## src/rtl/keypad_hit_conditioner.sv

```systemverilog
// keypad_hit_conditioner: sync, debounce and press-edge detect 8 keypad lines into a 4-entry hit FIFO.
// Define KEYPAD_RELEASE_EVT_EN to also queue key releases, flagged on hit_release.
module keypad_hit_conditioner #(
   parameter int DEBOUNCE_CYCLES = 50000,
   parameter int CNT_W           = 16,
   parameter int FIFO_DEPTH      = 4
) (
   input  logic       clk,
   input  logic       RESET,
   input  logic [7:0] keypad,
   output logic [7:0] key_level,
   output logic       hit_valid,
   input  logic       hit_ready,
   output logic [2:0] hit_key,
   output logic [7:0] hit_onehot,
   output logic       hit_release,
   output logic [2:0] fifo_count,
   output logic       overflow,
   input  logic       ovf_clr
);
`ifdef KEYPAD_RELEASE_EVT_EN
   localparam int EV = 16;
`else
   localparam int EV = 8;
`endif
   localparam int EW = $clog2(EV);
   logic [7:0] s1, s2, flip;
   logic [CNT_W-1:0] cnt [8];
   logic [EV-1:0] pend, evt, clr;
   logic [EW-1:0] sel, head;
   logic [EW-1:0] mem [FIFO_DEPTH];
   logic [1:0] wp, rp, rp_n;
   logic [2:0] vis;
   logic any, pop, push;
   // Press events occupy the low pending bits, so lowest-index-first also gives presses priority.
   always_comb begin
      for (int i = 0; i < 8; i++)
         flip[i] = (s2[i] != key_level[i]) && (cnt[i] == CNT_W'(DEBOUNCE_CYCLES - 1));
`ifdef KEYPAD_RELEASE_EVT_EN
      evt = {flip & key_level, flip & ~key_level};
`else
      evt = flip & ~key_level;
`endif
      sel = '0;
      any = 1'b0;
      for (int j = EV - 1; j >= 0; j--)
         if (pend[j]) begin
            sel = EW'(j);
            any = 1'b1;
         end
      pop  = hit_valid & hit_ready;
      push = any && (fifo_count != 3'd4 || pop);
      clr  = push ? EV'(1) << sel : '0;
      rp_n = rp + {1'b0, pop};
      vis  = fifo_count - {2'b0, pop};
      head = mem[rp_n];
   end
   // Outputs show storage after this cycle's pop; a fresh push becomes visible one edge later.
   always_ff @(posedge clk or negedge RESET) begin
      if (!RESET) begin
         s1          <= '0;
         s2          <= '0;
         key_level   <= '0;
         pend        <= '0;
         wp          <= '0;
         rp          <= '0;
         fifo_count  <= '0;
         overflow    <= 1'b0;
         hit_valid   <= 1'b0;
         hit_key     <= '0;
         hit_onehot  <= '0;
         hit_release <= 1'b0;
         for (int i = 0; i < 8; i++) cnt[i] <= '0;
      end else begin
         s1 <= keypad;
         s2 <= s1;
         for (int i = 0; i < 8; i++)
            cnt[i] <= (s2[i] == key_level[i] || flip[i]) ? '0 : cnt[i] + 1'b1;
         key_level  <= key_level ^ flip;
         pend       <= (pend & ~clr) | evt;
         overflow   <= (|(evt & pend & ~clr)) | (overflow & ~ovf_clr);
         wp         <= wp + {1'b0, push};
         rp         <= rp_n;
         fifo_count <= fifo_count + {2'b0, push} - {2'b0, pop};
         hit_valid  <= vis != 3'd0;
         hit_key    <= vis != 3'd0 ? head[2:0] : 3'd0;
         hit_onehot <= vis != 3'd0 ? 8'd1 << head[2:0] : 8'd0;
`ifdef KEYPAD_RELEASE_EVT_EN
         hit_release <= vis != 3'd0 && head[EW-1];
`else
         hit_release <= 1'b0;
`endif
      end
   end
   always_ff @(posedge clk)
      if (push) mem[wp] <= sel;
endmodule

```

## config.mk

```make
export PLATFORM = sky130hd
export DESIGN_NAME = keypad_hit_conditioner
export DESIGN_NICKNAME = d
export VERILOG_FILES = /design/src/rtl/keypad_hit_conditioner.sv
export SDC_FILE = /design/constraint.sdc
export NUM_CORES = 1
export LEC_CHECK = 0
export CORE_ASPECT_RATIO = 0.5
export CORE_MARGIN = 1.5
export CORE_UTILIZATION = 35
export DETAILED_ROUTE_END_ITERATION = 8
export HOLD_SLACK_MARGIN = 0.02
export PLACE_DENSITY = 0.57
export SLEW_MARGIN = 15
export SYNTH_ARGS = -nofsm -noshare
export SYNTH_HDL_FRONTEND = slang
export SYNTH_SLANG_ARGS = --single-unit
```

## constraint.sdc

```tcl
create_clock -name clk -period 2.7 [get_ports clk]
set_input_delay 0.27 -clock clk [delete_from_list [all_inputs] [get_ports clk]]
set_output_delay 0.27 -clock clk [all_outputs]
set_load 0.02 [all_outputs]
```

# Word level (Yosys, flattened, before mapping)
# Memories as Yosys holds them, arrays and structs flattened.
# Index checks and enable logic that the tools add are counted.
[op_classes]
add_sub_neg = 13
n_eq_ne = 25
n_shift = 2
n_mux = 29
n_bitwise = 12
reduce_logical = 20
[op_table]
columns = ["operator", "count"]
rows = [
  ["adder 16 x 1 -> 16 bit (second input constant)", 8],
  ["== test 16 bit (second input constant)", 8],
  ["two-way mux 16 bit", 8],
  ["AND 8 bit", 4],
  ["two-way mux 3 bit", 9],
  ["two-way mux 8 bit", 2],
  ["inverter 8 bit", 2],
  ["<< shifter 1 x 3 -> 8 bit (first input constant)", 2],
  ["two-way mux 1 bit", 10],
  ["logical AND 1 bit", 9],
  ["logical OR 1 bit", 9],
  ["== test 1 bit", 8],
  ["inequality test 1 bit", 8],
  ["OR 8 bit", 1],
  ["OR reduction 8 bit", 1],
  ["XOR 8 bit", 1],
  ["subtractor 3 x 1 -> 3 bit", 2],
  ["adder 2 x 1 -> 2 bit", 2],
  ["adder 3 x 1 -> 3 bit", 1],
  ["inequality test 3 bit (second input constant)", 1],
  ["nonzero test 3 bit", 1],
  ["AND 1 bit", 2],
  ["inverter 1 bit", 1],
  ["OR 1 bit", 1],
]
[totals]
reg_bits = 180
mem_bits_rw = 12
input_bits = 12
wordCells = 121
n_memories = 1
[memory_table]
columns = ["name", "words", "word_bits", "read_ports", "rd_ports_with_merged_regs", "write_ports", "line_no", "rtl"]
rows = [
  ["mem", 4, 3, 1, 0, 1, "31", "logic [EW-1:0] mem [FIFO_DEPTH];"],
]

# Depth between registers and ports, before layout
[depth]
ltp_word = 14
mapped_depth = 8
ltp_nobuf = 8

# Worst setup path after synthesis
# No wires, ideal clock.
[synth_timing]
kind = "reg2reg"
from = "register pend[0]"
to = "register fifo_count[2]"
setup_ns = 0.133
t_arrival_ns = 2.246
t_required_ns = 2.567
setup_slack_ns = 0.322
stages_incl_launch_ff = 9
synth_period_minus_slack_ns = 2.378
cell_sequence = "dfrtp_1 -> or4_4 -> and2b_2 -> nand2b_1 -> o21ai_0 -> ha_1 -> fa_1 -> xor2_1 -> xnor2_1"
[synth_between]
elab_chain_len = 4
[synth_rtl]
columns = ["element", "line_no", "rtl"]
rows = [
  ["start: declaration", "29", "logic [EV-1:0] pend, evt, clr;"],
  ["start signal: assignment", "80", "pend <= (pend & ~clr) | evt;"],
  ["two-way mux 1 bit", "47", "if (pend[j]) begin"],
  ["logical AND 1 bit", "52", "push = any && (fifo_count != 3'd4 || pop);"],
  ["adder 3 x 1 -> 3 bit", "84", "fifo_count <= fifo_count + {2'b0, push} - {2'b0, pop};"],
  ["subtractor 3 x 1 -> 3 bit", "84", ""],
  ["end signal: assignment", "84", ""],
  ["end: declaration", "17", "output logic [2:0] fifo_count,"],
]
# Every way passes these cells.

# Worst setup path after layout
# Same ends and word-level chain as after synthesis.

==> results.yml <==
outcome:
  status: "finished, final reports clean"
finish:
  fin_util: 0.414
  multi_input_area_sq_mm: 0.00354
  most-common-layout-cells: "dfrtp_1, nor2_1, nand2_1"
  diodes: 0
  fin_nets: 882
  final_common_cell: "dfrtp_1"
  instances_no_fill: 1184
  final_area_sq_mm: 0.00992
  area_delta_synth_final_pct: 16.3
  drive_gt1_frac: 0.0633
  regArea_sq_mm: 0.00486
  fillers: 2244
critical_path:
  cp.arrival_ns: 2.82
  max_stage_delay_ns: 0.57
  cpLargestDelayFamily: "simple AND/OR/NAND/NOR gates"
  endpoint_kind: "register"
  cp.buffers_inverters: 0
  path_max_fanout: 8
  reg2reg_slack_ns: 0.20
  worstReg2RegEnd: "fifo_count[2]"
  rr_startpoint: "pend[0]"
  required_ns: 3.01
  path_cells: "or4_4, and2b_2, nand2b_1, o21ai_0, ha_1, fa_1, xor2_1, xnor2_1"
  rr_worst_depth: 8
  crit_path_top_delay_cell: "or4_4"
  startpoint_type: "register"
  path_class: "reg -> reg"
place:
  io_buffers: 35
  gp_congestion: 0.811
  dpl.hpwl_um: 11000
  dpl-instance-area_sq_mm: 0.00927
  placed_cells: 1152
  pre_cts_ws_ns: 0.173
global_route:
  grt_pass1_wl_um: 27300
  grt_pass1_vias: 5622
  grt_overflow_total: 0
  grt_max_degree: 63
  grt_usage: 0.135
  antenna_found_initial: 0
detailed_routing:
  dr.pass1.iters: 5
  drc: 0
  antenna_left: 0
  wirelength_um: 15400
  post_drt_wl_per_cell_um: 13.0
  vias: 5569
  routed_via_density: 4.70
  drt_iter0_drc: 342
sta:
  setup_viol: 0
  drv_slew: 0
  timing.final.ws_setup_ns: 0.197
  hold_viol_final: 0
  fin_worst_skew_ns: 0.0123
  fin_crit_sh: 0.927
  whs_ns: 0.265
  max_freq_mhz: 400
  worstMarginPinSlew_ns: 0.609
  relSlewSlack: 0.584
  period_minus_slack_ns: 2.50
  setup_tns_ns: 0
  rsz0062_at_grt: "false"
floorplan:
  core-area_sq_mm: 0.0240
  dieArea_sq_mm: 0.0254
  ios: 37
  row_count: 40
  initial_core_util: 0.356
  die_x_um: 224
  die_h_um: 113
synth:
  synth_edf_count: 12
  ys_warn_count: 0
  synthArstFlopShare: 0.938
  syn-num-nets: 834
  synth_ff_type: "dfrtp_1"
  synth-seq-cells: 192
  synth.distinct_cells: 52
  avgSynthCellArea_sq_um: 10.6
  synth_seq_area_share: 0.570
  syn_area_sq_mm: 0.00854
  synth_cells: 809
cts:
  cts_hold_buf: 1
  clock-sinks: 192
  cts_resized: 0
  numCtsBuffers: 17
  cts_setup_buffers: 0
  cts_buffer_depth: 2
  clock-root-buffer: "clkbuf_16"
  clock_latency_ns: 0.44
  cts_tree: "built"
  htreeDepth: 4
  clk_pin_slew_worst_paths_ns: 0.07
hold_path:
  hold-path-endpoint: "s1[2]"
  hold_depth: 1
  holdCritStartpoint: "keypad[2]"
  hp-class: "in -> reg"
pwr:
  powerDensity_mw_per_mm2: 710
  p_leak_nw: 4.26
  total_power_mw: 7.05
  ir_worst_vdd_mv: 0.430
job:
  maxCapViolCount: 0
[report_power, final]
part           internal (mW)  switching (mW)
Clock                   1.64            1.05
Sequential              3.13           0.131
Combinational          0.472           0.631
[state kept, by name, indices dropped and copies added, names as in the netlist, 3 cells and up, named ones only]
name	cells
cnt	128
mem	12
hit_onehot	8
pend	8
s1	8
s2	8
fifo_count	3
hit_key	3
[Yosys cell counts, types with 7 or more instances]
cell type,number,area [sq um]
clkbuf_1,9,33.8
nand2_1,73,274
ha_1,12,150
dfrtp_1,180,4500
a21oi_1,8,40.0
or3_1,10,62.6
and3_1,34,213
inv_1,22,82.6
nand4_1,25,156
nor3_1,21,105
nor4b_1,7,61.3
mux2_2,7,78.8
xor2_1,65,569
xnor2_1,52,455
edfxtp_1,12,360
nand2b_1,8,50.1
nor2_1,159,597
nand3_1,36,180
o21ai_0,14,70.1
[worst reg2reg max path: stages, from the launching register on]
cell	delay [ns]
dfrtp_1	0.44
or4_4	0.57
and2b_2	0.23
nand2b_1	0.17
o21ai_0	0.10
ha_1	0.20
fa_1	0.39
xor2_1	0.17
xnor2_1	0.13
[cell families after synthesis]
logic type	share of synthesized area
buffers and inverters	0.0158
and+or+nand+nor	0.230
adders and majority gates	0.0199
AOI/OAI and AO/OA	0.0268
DFF	0.570
muxes	0.0171
xor gates and xnor gates	0.120
other	0.000439
[metal layers]
layer  part of all wire  up-vias  GRT usage
met5                  0        -          0
met4              0.016        0     0.0541
met3              0.027       14     0.0337
met2               0.44       58      0.202
met1               0.52     2663      0.189
li1                   -     2834          -
[how the worst max path moves through the flow]
stage               slack, ns  cells after the start  startpoint            end
global placement         0.23                      9   hit_ready  fifo_count[2]
floorplan                0.32                      8     pend[0]  fifo_count[2]
finish                   0.20                      8     pend[0]  fifo_count[2]
CTS                      0.18                      8     pend[0]  fifo_count[2]
global route             0.08                      8     pend[0]  fifo_count[2]
detailed placement       0.17                      9   hit_ready  fifo_count[2]
[cell type report]
type,instances,share of cell area
Clock buffer,24,0.0527
Multi-Input combinational cell,584,0.356
Inverter,22,0.00832
Clock inverter,7,0.0120
Tap cell,315,0.0397
Sequential cell,192,0.490
Timing Repair Buffer,40,0.0407
Power figures use the tool's default switching activity.
